File: src/rtl/mul_seq_ctrl.sv
// Iterative shift-add multiply sequencer for the EX-stage MUL path; stalls the front end until the product is ready.
// Optional early termination when the remaining multiplier bits are zero: define MUL_EARLY_TERM_EN.
module mul_seq_ctrl #(
    parameter int WIDTH      = 32,
    parameter int REG_ADDR_W = 5
) (
    input  logic                  clk,
    input  logic                  reset,
    input  logic                  start,
    input  logic                  flush,
    input  logic [WIDTH-1:0]      src_a,
    input  logic [WIDTH-1:0]      src_b,
    input  logic [REG_ADDR_W-1:0] dest_in,
    output logic                  stall,
    output logic                  busy,
    output logic                  done,
    output logic [WIDTH-1:0]      result,
    output logic [REG_ADDR_W-1:0] dest_out
);

    localparam int CNT_W = $clog2(WIDTH) + 1;

`ifdef MUL_EARLY_TERM_EN
    localparam bit EARLY_TERM = 1'b1;
`else
    localparam bit EARLY_TERM = 1'b0;
`endif

    typedef enum logic [1:0] {
        IDLE = 2'd0,
        RUN  = 2'd1,
        DONE = 2'd2
    } state_t;

    state_t             state_r;
    state_t             next_state_s;
    logic [WIDTH-1:0]   acc_r;
    logic [WIDTH-1:0]   a_reg_r;
    logic [WIDTH-1:0]   b_reg_r;
    logic [CNT_W-1:0]   cnt_r;
    logic [WIDTH-1:0]   acc_next_s;
    logic [WIDTH-1:0]   b_shift_s;
    logic               last_s;
    logic               launch_s;

    // Per-iteration datapath values and the terminating condition for RUN
    always_comb begin
        acc_next_s = acc_r;
        if (b_reg_r[0]) begin
            acc_next_s = acc_r + a_reg_r;
        end else begin
            acc_next_s = acc_r;
        end
        b_shift_s = b_reg_r >> 1;
        last_s    = (cnt_r == CNT_W'(1)) || (EARLY_TERM && (b_shift_s == {WIDTH{1'b0}}));
        launch_s  = start & ~flush;
    end

    // State register
    always_ff @(posedge clk) begin
        if (reset) begin
            state_r <= IDLE;
        end else begin
            state_r <= next_state_s;
        end
    end

    // Next-state logic; flush overrides every transition
    always_comb begin
        next_state_s = state_r;
        case (state_r)
            IDLE: begin
                if (launch_s) begin
                    next_state_s = RUN;
                end else begin
                    next_state_s = IDLE;
                end
            end
            RUN: begin
                if (last_s) begin
                    next_state_s = DONE;
                end else begin
                    next_state_s = RUN;
                end
            end
            DONE:    next_state_s = IDLE;
            default: next_state_s = IDLE;
        endcase
        if (flush) begin
            next_state_s = IDLE;
        end else begin
            next_state_s = next_state_s;
        end
    end

    // Stall output: start in DONE belongs to the finishing MUL, so it does not stall
    always_comb begin
        stall = 1'b0;
        if (reset || flush) begin
            stall = 1'b0;
        end else begin
            case (state_r)
                IDLE:    stall = start;
                RUN:     stall = 1'b1;
                DONE:    stall = 1'b0;
                default: stall = 1'b0;
            endcase
        end
    end

    // Operand latch, shift-add iteration, result capture and registered status flags
    always_ff @(posedge clk) begin
        if (reset) begin
            acc_r    <= {WIDTH{1'b0}};
            a_reg_r  <= {WIDTH{1'b0}};
            b_reg_r  <= {WIDTH{1'b0}};
            cnt_r    <= {CNT_W{1'b0}};
            result   <= {WIDTH{1'b0}};
            dest_out <= {REG_ADDR_W{1'b0}};
            busy     <= 1'b0;
            done     <= 1'b0;
        end else begin
            busy <= (next_state_s != IDLE);
            done <= (next_state_s == DONE);
            case (state_r)
                IDLE: begin
                    if (launch_s) begin
                        a_reg_r  <= src_a;
                        b_reg_r  <= src_b;
                        dest_out <= dest_in;
                        acc_r    <= {WIDTH{1'b0}};
                        cnt_r    <= CNT_W'(WIDTH);
                    end
                end
                RUN: begin
                    if (!flush) begin
                        acc_r   <= acc_next_s;
                        a_reg_r <= a_reg_r << 1;
                        b_reg_r <= b_shift_s;
                        cnt_r   <= cnt_r - CNT_W'(1);
                        if (last_s) begin
                            result <= acc_next_s;
                        end
                    end
                end
                DONE: begin
                end
                default: begin
                end
            endcase
        end
    end

endmodule

File: config.mk
export PLATFORM = sky130hd
export DESIGN_NAME = mul_seq_ctrl
export DESIGN_NICKNAME = d
export VERILOG_FILES = /design/src/rtl/mul_seq_ctrl.sv
export SDC_FILE = /design/constraint.sdc
export NUM_CORES = 1
export LEC_CHECK = 0
export CORE_MARGIN = 2
export CORE_UTILIZATION = 45
export CTS_BUF_LIST = sky130_fd_sc_hd__clkbuf_16
export CTS_CLUSTER_DIAMETER = 150
export DETAILED_ROUTE_END_ITERATION = 12
export GPL_ROUTABILITY_DRIVEN = 0
export HOLD_SLACK_MARGIN = 0.12
export PLACE_DENSITY = 0.68
export RECOVER_POWER = 50
export SYNTH_ARGS = -nofsm -noshare
export SYNTH_HDL_FRONTEND = slang
export SYNTH_SLANG_ARGS = --single-unit
File: constraint.sdc
create_clock -name clk -period 2.8 [get_ports clk]
set_input_delay 0.28 -clock clk [delete_from_list [all_inputs] [get_ports clk]]
set_output_delay 0.28 -clock clk [all_outputs]
set_load 0.01 [all_outputs]
* After elaboration in Yosys (flattened, before gate mapping) *
Cells that the tools add are included.

storage, ports and cells
  register bits = 143
  input port bits = 73
  output and inout bits = 40
  logic and storage cells = 44

operators by class
  $add $sub $neg = 2
  eq/ne operators = 5
  mux-type cells = 19
  bitwise operators = 2
  reduce and logical (&&, ||, !) cells = 7

operators with widths
  operator                                                            number
  32-bit 2-to-1 mux                                                   7
  32-bit case mux with 2 select lines                                 3
  32-bit adder                                                        1
  6-bit 2-to-1 mux                                                    2
  6-bit case mux with 2 select lines                                  1
  6-bit by 1-bit == test with 1-bit output, second input constant     1
  3-bit AND reduction                                                 2
  6-bit by 1-bit subtractor with 6-bit output, second input constant  1
  2-bit 2-to-1 mux                                                    2
  2-bit inequality test, second input constant                        2
  2-bit case mux with 2 select lines                                  1
  2-bit nonzero test                                                  2
  2-bit by 1-bit == test with 1-bit output, second input constant     1
  2-bit == test, second input constant                                1
  2-bit logical NOT                                                   1
  1-bit 2-to-1 mux                                                    2
  1-bit case mux with 2 select lines                                  1
  2-bit AND reduction                                                 1
  1-bit AND                                                           1
  1-bit logical OR                                                    1
  1-bit inverter                                                      1

* Longest topological paths before layout *
Gate-level depths: netlist (run 1).

  depth after elaboration = 6
  mapped depth = 10

* Worst setup path after synthesis (run 1) *
OpenSTA, ideal clock, no wires.

  path kind = reg2reg
  start = register acc_r[0]
  end = register acc_r[30]
  setup time = 0.084 ns
  arrival time = 2.740 ns
  data required time = 2.716 ns
  slack = -0.025 ns
  cell stages (with the launch flop) = 11
  buffers on the path = 0
  cells stage by stage = dfxtp_1 -> ha_1 -> fa_1 -> a21oi_1 -> o221ai_2 -> a21o_1 -> o21a_2 -> a311o_1 -> a2111oi_4 -> nor3_1 -> o31ai_2

between the ends
  cells in the longest elaborated chain, start to end = 4

ends and longest elaborated chain
  item                                 RTL line  text
  start, declared                      37        logic [WIDTH-1:0] acc_r;
  start signal, assigned               114       acc_r <= {WIDTH{1'b0}};
  start signal, assigned               131       acc_r <= {WIDTH{1'b0}};
  start signal, assigned               137       acc_r <= acc_next_s;
  32-bit adder                         50        acc_next_s = acc_r + a_reg_r;
  32-bit 2-to-1 mux                    49        if (b_reg_r[0]) begin
  32-bit 2-to-1 mux                    136       if (!flush) begin
  32-bit case mux with 2 select lines  125       case (state_r)

No other way between the ends. The select of a mux whose other input is x is not followed.
A chain may end at the register's enable or synchronous reset.

* Worst setup path in the final report (run 1) *
  start = register a_reg_r[0]
  end = register result[30]

between the ends
  cells in the longest elaborated chain, start to end = 2

ends and longest elaborated chain
  item                    RTL line  text
  start, declared         38        logic [WIDTH-1:0] a_reg_r;
  start signal, assigned  115       a_reg_r <= {WIDTH{1'b0}};
  start signal, assigned  128       a_reg_r <= src_a;
  start signal, assigned  138       a_reg_r <= a_reg_r << 1;
  32-bit adder            50
  32-bit 2-to-1 mux       49
  end signal, assigned    118       result <= {WIDTH{1'b0}};
  end signal, assigned    142       result <= acc_next_s;
  end, declared           17        output logic [WIDTH-1:0] result,

No other way between the ends.

==> impl_summary.md, run 1 <==
Outcome
The run finished with clean final reports.

Clocking
The maximum level of the CTS H-tree is 4. At the later pin of the worst-skew pair, clock insertion delay measures 0.43 ns. The number of CTS-inserted buffers is 17. The number of buffers between clock root and the deepest sink is 2. The CTS clock-pin slew for the worst setup and hold paths is 0.06 ns. Clock tree synthesis selected as its root buffer the cell clkbuf_16. TritonCTS built the clock tree.

The number of buffers added to fix hold violations after cts is 0. The total clock sinks is 143.

Floorplanning
The horizontal die dimension is 133 um. The die covers 0.0178 mm^2. The number of top-level pins is 113. From bottom edge to top edge, the die measures 133 um. The placeable core region is 0.0165 mm^2.

The starting density of the core is 45.8%. The placement row count is 47.

Placed design
The HPWL after detailed placement is 13.4 mm. The number of buffer cells added on primary ports is 112.

Route
The final route contains 6776 vias. After detailed routing, the average wire length per cell comes to 15.8 um. The first detailed-routing pass ran for 4 iterations.

The detail route stage leaves a number of antenna-violating nets equal to 0. The routed wire length is 19.3 mm. The routed via count divided by cell count is 5.55.

The number of DRC markers in iteration 0 is 347. For this run, design rule violations remaining after detail routing come to 0.

Power and ir drop
The total leakage power is 4.30 nW. Power spread over the standard cell area amounts to 504 mW/mm^2. Power comes to 4.90 mW.

IR analysis of the VDD net gives a maximum drop of 441 uV.

Flow run
Across the run, the number of max-cap violations was 0.

STA
The relative max-transition margin is 15.1%. The ratio of final minimum period to clock period is 99.4%. The total count of hold-check failures in the final report is 0. The max-slew violation count is 0. Setup violations remaining at the end of the flow were counted as 0. Based on the critical path, the design can be clocked at up to 359 MHz.

The post-layout minimum cycle time is 2.78 ns. At the pin with the least slew margin, the transition time is 1.27 ns. Setup repair after global routing could not meet its margin everywhere.

The clock tree skew after final layout is 0.0123 ns. The worst slack on hold paths is 0.299 ns.

Finish
The filler cells instantiated in the layout total 1504. At the end of the flow, the number of nets in the layout was 1096. The number of antenna diodes in the final layout is 0. The synthesis-to-finish area growth is 29.0%. The share of post-route cells with drive strength above 1 is 10.7%.

Synthesis
Of the synthesized area, sequential elements account for 38.0%. The multiplexer share of the synthesized area is 11.2%. The post-synthesis share of cell area spent on xor and xnor gates is 2.90%.

The synthesized design devotes to its leading area cell type 38.0% of total area. The fraction of the mapped netlist area in compound gates is 24.1%. In the post-synthesis netlist, the cell with the most instances is nor2_1.

The predominant post-synthesis flop cell is dfxtp_1. After synthesis the netlist holds a flip-flop and latch count of 143. The number of enable flip-flop cells after synthesis is 0. Synthesis instantiated 62 different standard cells from the library.

The net count of the mapped netlist is 982. The warning count from the yosys run is 0. After synthesis, the share of flip-flops with an asynchronous set or reset is 0%. Averaged over all synthesized cells, the footprint is 8.62 um^2. The commonest cells after synthesis are nor2_1, dfxtp_1, mux2i_1.

The dominant combinational cell family by area after synthesis is compound AO/OA/AOI/OAI gates. The count of mapped cells out of synthesis is 875. The biggest area contributor in the post-synthesis netlist is dfxtp_1. The synthesized netlist devotes 14.3% of its cell area to simple gates. By area the synthesized netlist is led by dfxtp_1, mux2i_1, a211oi_1. The area of the mapped netlist is 0.00754 mm^2. After Yosys synthesis, full adders, half adders and majority gates account for 5.74% of the synthesized area.

Global routing
The number of global-route vias before repair came to 6428. The first-pass GRT wire length is 31.6 mm. Entering global routing, the biggest net connects 91 pins. The overall global routing resource usage is 21.8%. The aggregate global routing overflow is 0. The number of antenna violations at the first check in global routing is 0.

Setup path
The top fanout value on the critical path is 3. The endpoint arrival time on the critical path is 3.14 ns. The worst setup path category is reg -> reg. At the worst endpoint, the required time is 3.16 ns.

The sort of element at the start of the critical path is a register. The kind of capture point of the worst setup path is a register.

Hold path
The worst min-delay path class is in -> reg.
state kept, by name, summed over array words and instances (netlist names), 2 cells and up:
register  cells
dest_out      5
result       32
cnt_r         6
acc_r        32
b_reg_r      32
state_r       2
a_reg_r      32
report_power, final:
| group | internal [mW] | switching, mW |
|---|---|---|
| clock | 1.29 | 0.865 |
| sequential | 2.11 | 0.0576 |
| combinational | 0.281 | 0.299 |
| total | 3.68 | 1.22 |
layout make-up:
class | count | area, um^2 | area share [%]
multi-input combinational | 657 | 4510 | 46.4
sequential | 143 | 2870 | 29.4
timing repair buffer | 156 | 1470 | 15.1
clock buffer | 17 | 425 | 4.37
tap | 220 | 275 | 2.83
clock inverter | 15 | 130 | 1.34
inverter | 14 | 52.6 | 0.540
placed cells by master, fill, tap and decap left out, types with 5 or more instances in the layout:
cell,instances
nor2_1,144
dfxtp_1,141
xnor2_1,17
xor2_1,8
o21ai_0,30
a22oi_1,16
o211ai_1,6
o21bai_1,5
clkdlybuf4s50_1,71
nand2_1,38
clkbuf_16,17
dlygate4sd3_1,40
inv_1,16
a31oi_1,5
mux2i_1,82
a21o_1,12
buf_4,41
a211oi_1,78
nand3_1,15
a21oi_1,68
or3_1,6
ha_1,30
nor3_1,10
a2bb2oi_1,5
path summary, 6_finish.rpt:
kind                   start  slack, ns  cells after the start    endpoint
setup / recovery  a_reg_r[0]       0.02                     10  result[30]
hold / removal         reset       0.30                      2        busy
setup reg to reg  a_reg_r[0]       0.02                     10  result[30]
hold reg to reg    result[2]       0.46                      2   result[2]
per-layer routing:
metal	vias up	share of wire (%)	track usage [%]
met5	-	0	0
met1	3191	48	29.2
met4	0	1.6	7.27
met3	21	3.6	4.19
met2	135	47	35.4
li1	3429	-	-
metrics by stage:
stage	cell area (um^2)	TNS, ns	util [%]	instances	setup WS (ns)
floorplan	7550	0	-	875	0.0281
detailed placement	9040	-0.216	54.9	1184	-0.0676
global placement	9040	-0.0619	54.9	1184	-0.0521
finish	9730	0	59.1	1222	0.0160
CTS	9620	0	58.4	1217	0.0179
global route	9730	-0.428	59.1	1222	-0.164
logic make-up after synthesis:
family | count (synthesis)
buffers and inverters | 75
adders and majority gates | 34
and+or+nand+nor | 248
DFF | 143
muxes | 84
AOI/OAI and AO/OA | 266
xor gates and xnor gates | 25
critical path, stage by stage, from the launching register on:
cell and delay, ns:
dfxtp_2 0.34, ha_4 0.17, fa_2 0.41, a21oi_4 0.15, o221ai_2 0.11, a21o_1 0.25, o21a_2 0.22, a311o_1 0.38
a2111oi_4 0.43, o31ai_2 0.12, a21oi_1 0.14
what timing repair did:
| action | CTS | global route |
|---|---|---|
| gates resized for setup | 3 | 20 |
| setup buffers | 1 | 5 |
| pin swaps | 5 | 18 |
| setup endpoints to repair | 6 | 16 |
(Power assumes the default switching activity.)
==> run 2: changes to the inputs <==
--- a/config.mk
+++ b/config.mk
@@ -14,6 +14,8 @@
 export HOLD_SLACK_MARGIN = 0.12
 export PLACE_DENSITY = 0.68
 export RECOVER_POWER = 50
+export SLEW_MARGIN = 0
 export SYNTH_ARGS = -nofsm -noshare
 export SYNTH_HDL_FRONTEND = slang
 export SYNTH_SLANG_ARGS = --single-unit
+export TNS_END_PERCENT = 50
==> run 2 against run 1 <==
Effect of this change: non-clock buffer count is 1 lower; largest cell class unchanged; via count is 0.25% lower; count of clock-buffer cells in the layout stayed put; fmax is 0.20% lower; sequential power hardly changed; highest routed layer unchanged; die area stayed put; setup slack worse by 0.0057 ns; final cell count hardly changed; sequential cell count stayed put; total power hardly changed; register-to-register slack hardly changed; clock skew is 0.00066 ns lower.
==> impl_summary.md, run 2 (synthesis gave the netlist of run 1 again) <==
Power and ir drop
The net switching fraction of the power is 24.9% (about the same). The switching power of the nets was 1.22 mW (about the same). The clock network fraction of design power is 43.8% (was 43.9%).

The power per cell area was 504 mW/mm^2 (about the same). The total leakage power is 4.30 nW (about the same). The total power after layout is 4.90 mW (about the same). The peak supply drop is 440 uV (was 441 uV). The sequential fraction of design power came to 44.3% (about the same).

The internal cell power is 3.68 mW (about the same). The combinational cell fraction of total power is 11.8% (about the same).

Setup path
The path length in cells of the critical path was 10 (unchanged). The category of cells accounting for the largest share of critical-path delay is compound AO/OA/AOI/OAI gates (unchanged). The largest stage delay on the critical path is 0.43 ns (about the same). The top fanout value on the critical path is 3 (unchanged). The kind of capture point of the worst setup path was a register (unchanged).

The launching element of the worst setup path is a_reg_r[0] (unchanged). Worst path cell trace: ha_4 > fa_2 > a21oi_4 > o221ai_2 > a21o_1 > o21a_2 > a311o_1 > a2111oi_4 > o31ai_2 > a21oi_1 (unchanged). The depth of the worst register-to-register path is 10 (unchanged). The end of the worst register-to-register path is result[30] (unchanged). The endpoint arrival time on the critical path was 3.15 ns (was 3.14 ns).

The slowest cell on the critical path is a2111oi_4 (unchanged). The termination of the worst setup path is result[30] (unchanged). The worst setup path category was reg -> reg (unchanged).

The beginning of the worst register-to-register path is a_reg_r[0] (unchanged). The required time at the worst-slack endpoint is 3.16 ns (about the same). The setup slack on the worst flop-to-flop path is 0.01 ns (was 0.02 ns). The sort of element at the start of the critical path is a register (unchanged). The critical path buffer and inverter count is 0 (unchanged).

Global routing
The number of global-route vias before repair came to 6428 (unchanged). The first-pass GRT wire length is 31.6 mm (unchanged). The largest net degree at the start of global routing was 91 (unchanged). The aggregate global routing overflow is 0 (unchanged).

The number of antenna violations at the first check in global routing is 0 (unchanged). The overall global routing resource usage is 21.8% (unchanged).

Clocking
The number of CTS-inserted buffers is 17 (unchanged). The maximum level of the CTS H-tree is 4 (unchanged). The number of buffers added to fix hold violations after cts came to 0 (unchanged). The clock latency at the later pin of the worst-skew pair is 0.43 ns (about the same). The clock tree from TritonCTS is done (unchanged). The CTS clock-pin slew for the worst setup and hold paths is 0.06 ns (about the same).

The total clock sinks is 143 (unchanged). The number of buffers between clock root and the deepest sink was 2 (unchanged). The cell chosen for the clock root is clkbuf_16 (unchanged).

STA
The upper clock frequency limit is 358 MHz (was 359 MHz). The number of setup violations in the final report is 0 (unchanged). The slew at the pin with the worst max-slew slack is 1.27 ns (about the same). The worst slack on hold paths came to 0.299 ns (about the same). The worst path setup slack after routing is 0.0104 ns (was 0.0160 ns).

The total count of hold-check failures in the final report came to 0 (unchanged). The relative max-transition margin came to 15.6% (was 15.1%). The clock tree skew after final layout is 0.0117 ns (was 0.0123 ns). The post-layout minimum cycle time is 2.79 ns (was 2.78 ns).

The ratio of final minimum period to clock period was 99.6% (was 99.4%). The max-slew violation count is 0 (unchanged). RSZ-0062 raised after global routing: true (unchanged).

Route
The residual DRC count is 0 (unchanged). The residual antenna-violating net count after detailed routing is 0 (unchanged). The per-cell routed wire length is 15.8 um (about the same). The number of detailed-routing iterations run before antenna repair is 5 (was 4). The total number of vias is 6759 (was 6776). The number of DRC markers in iteration 0 is 374 (was 347). The routed wire length was 19.3 mm (about the same). The routed via count divided by cell count is 5.54 (was 5.55).

Hold path
The worst min-delay path class is in -> reg (unchanged). The startpoint of the worst hold path is reset (unchanged).

Placed design
The half-perimeter wire length after detailed placement is 13.4 mm (unchanged). The number of buffer cells added on primary ports is 112 (unchanged). The post-placement setup slack came to -0.0676 ns (unchanged). The post-placement cell count is 1184 (unchanged).

Finish
The number of diodes added for antenna fixing is 0 (unchanged). The number of fill cells in the layout is 1504 (unchanged). The leading cell type in the layout, fill and taps excluded is nor2_1 (unchanged).

The share of post-route cells with drive strength above 1 is 10.6% (was 10.7%). The area of all sequential standard cells came to 0.00287 mm^2 (unchanged). Commonest cells after routing, fill and taps aside: nor2_1, dfxtp_1, mux2i_1 (unchanged).

The number of nets in the finished design is 1095 (was 1096). The area used by multi-input combinational logic is 0.00451 mm^2 (unchanged). The synthesis-to-finish area growth was 28.9% (was 29.0%). The count of placed standard cells in the final layout, fillers left out came to 1221 (was 1222).

Floorplanning
The placement row count was 47 (unchanged). The die span in y was 133 um (unchanged). The starting density of the core is 45.8% (unchanged). The placeable core region came to 0.0165 mm^2 (unchanged). The number of top-level pins came to 113 (unchanged). The horizontal die dimension was 133 um (unchanged).

The floorplan die area is 0.0178 mm^2 (unchanged).

Outcome
Result of the run: finished, final reports clean (unchanged).

Flow run
The number of max-cap violations is 0 (unchanged).
-- run 2: cell types whose count changed in the layout (fill, tap and decap cells not counted), sizes merged --
cell  before  now
buf       43   42
-- run 2: worst reg2reg max path: cells and delay by family (launching register included) --
family / cells / cell delay, ns
DFF: 1 / 0.34
adders and majority gates: 2 / 0.58
AOI/OAI and AO/OA: 8 / 1.80
-- run 2: routing by layer --
layer	global-route usage [%]	up-vias	part of all wire, %
li1	-	3429	-
met1	29.2	3177	47
met2	35.4	132	47
met3	4.19	21	3.7
met4	7.27	0	1.6
met5	0	-	0
-- run 2: worst min-delay path by stage --
| stage | end | cells after the start |
|---|---|---|
| floorplan | state_r[0] | 1 |
| global placement | result[16] | 2 |
| detailed placement | result[2] | 2 |
| CTS | busy | 2 |
| global route | busy | 2 |
| finish | busy | 2 |
-- run 2: layout make-up --
cell class / count / share of cell area, %
clock buffers: 17 / 4.38
flip-flops and latches: 143 / 29.5
inverters: 14 / 0.540
clock inverters: 15 / 1.34
multi-input cells: 657 / 46.4
well taps: 220 / 2.83
repair buffers: 155 / 15.0
-- run 2: stage by stage --
step                      utilization [%]  area (um^2)  setup TNS [ns]
after floorplan                         -         7550               0
after global placement               54.9         9040         -0.0619
after detailed placement             54.9         9040          -0.216
after CTS                            58.4         9620               0
after global routing                 59.1         9720          -0.438
final                                59.1         9720               0
-- run 2: repair_timing --
action,in CTS,in global routing
pin swaps,5,18
buffers inserted,1,4
gates cloned,0,0
setup endpoints to repair,6,16
resized for setup,3,20
-- run 2: power by group through the flow --
stage | logic (mW) | registers [mW] | clock network, mW
global route | 0.642 | 2.18 | 2.27
detailed placement | 0.578 | 2.22 | 0
floorplan | 0.365 | 2.20 | 0
finish | 0.580 | 2.17 | 2.15
CTS | 0.582 | 2.17 | 2.19
global placement | 0.572 | 2.21 | 0
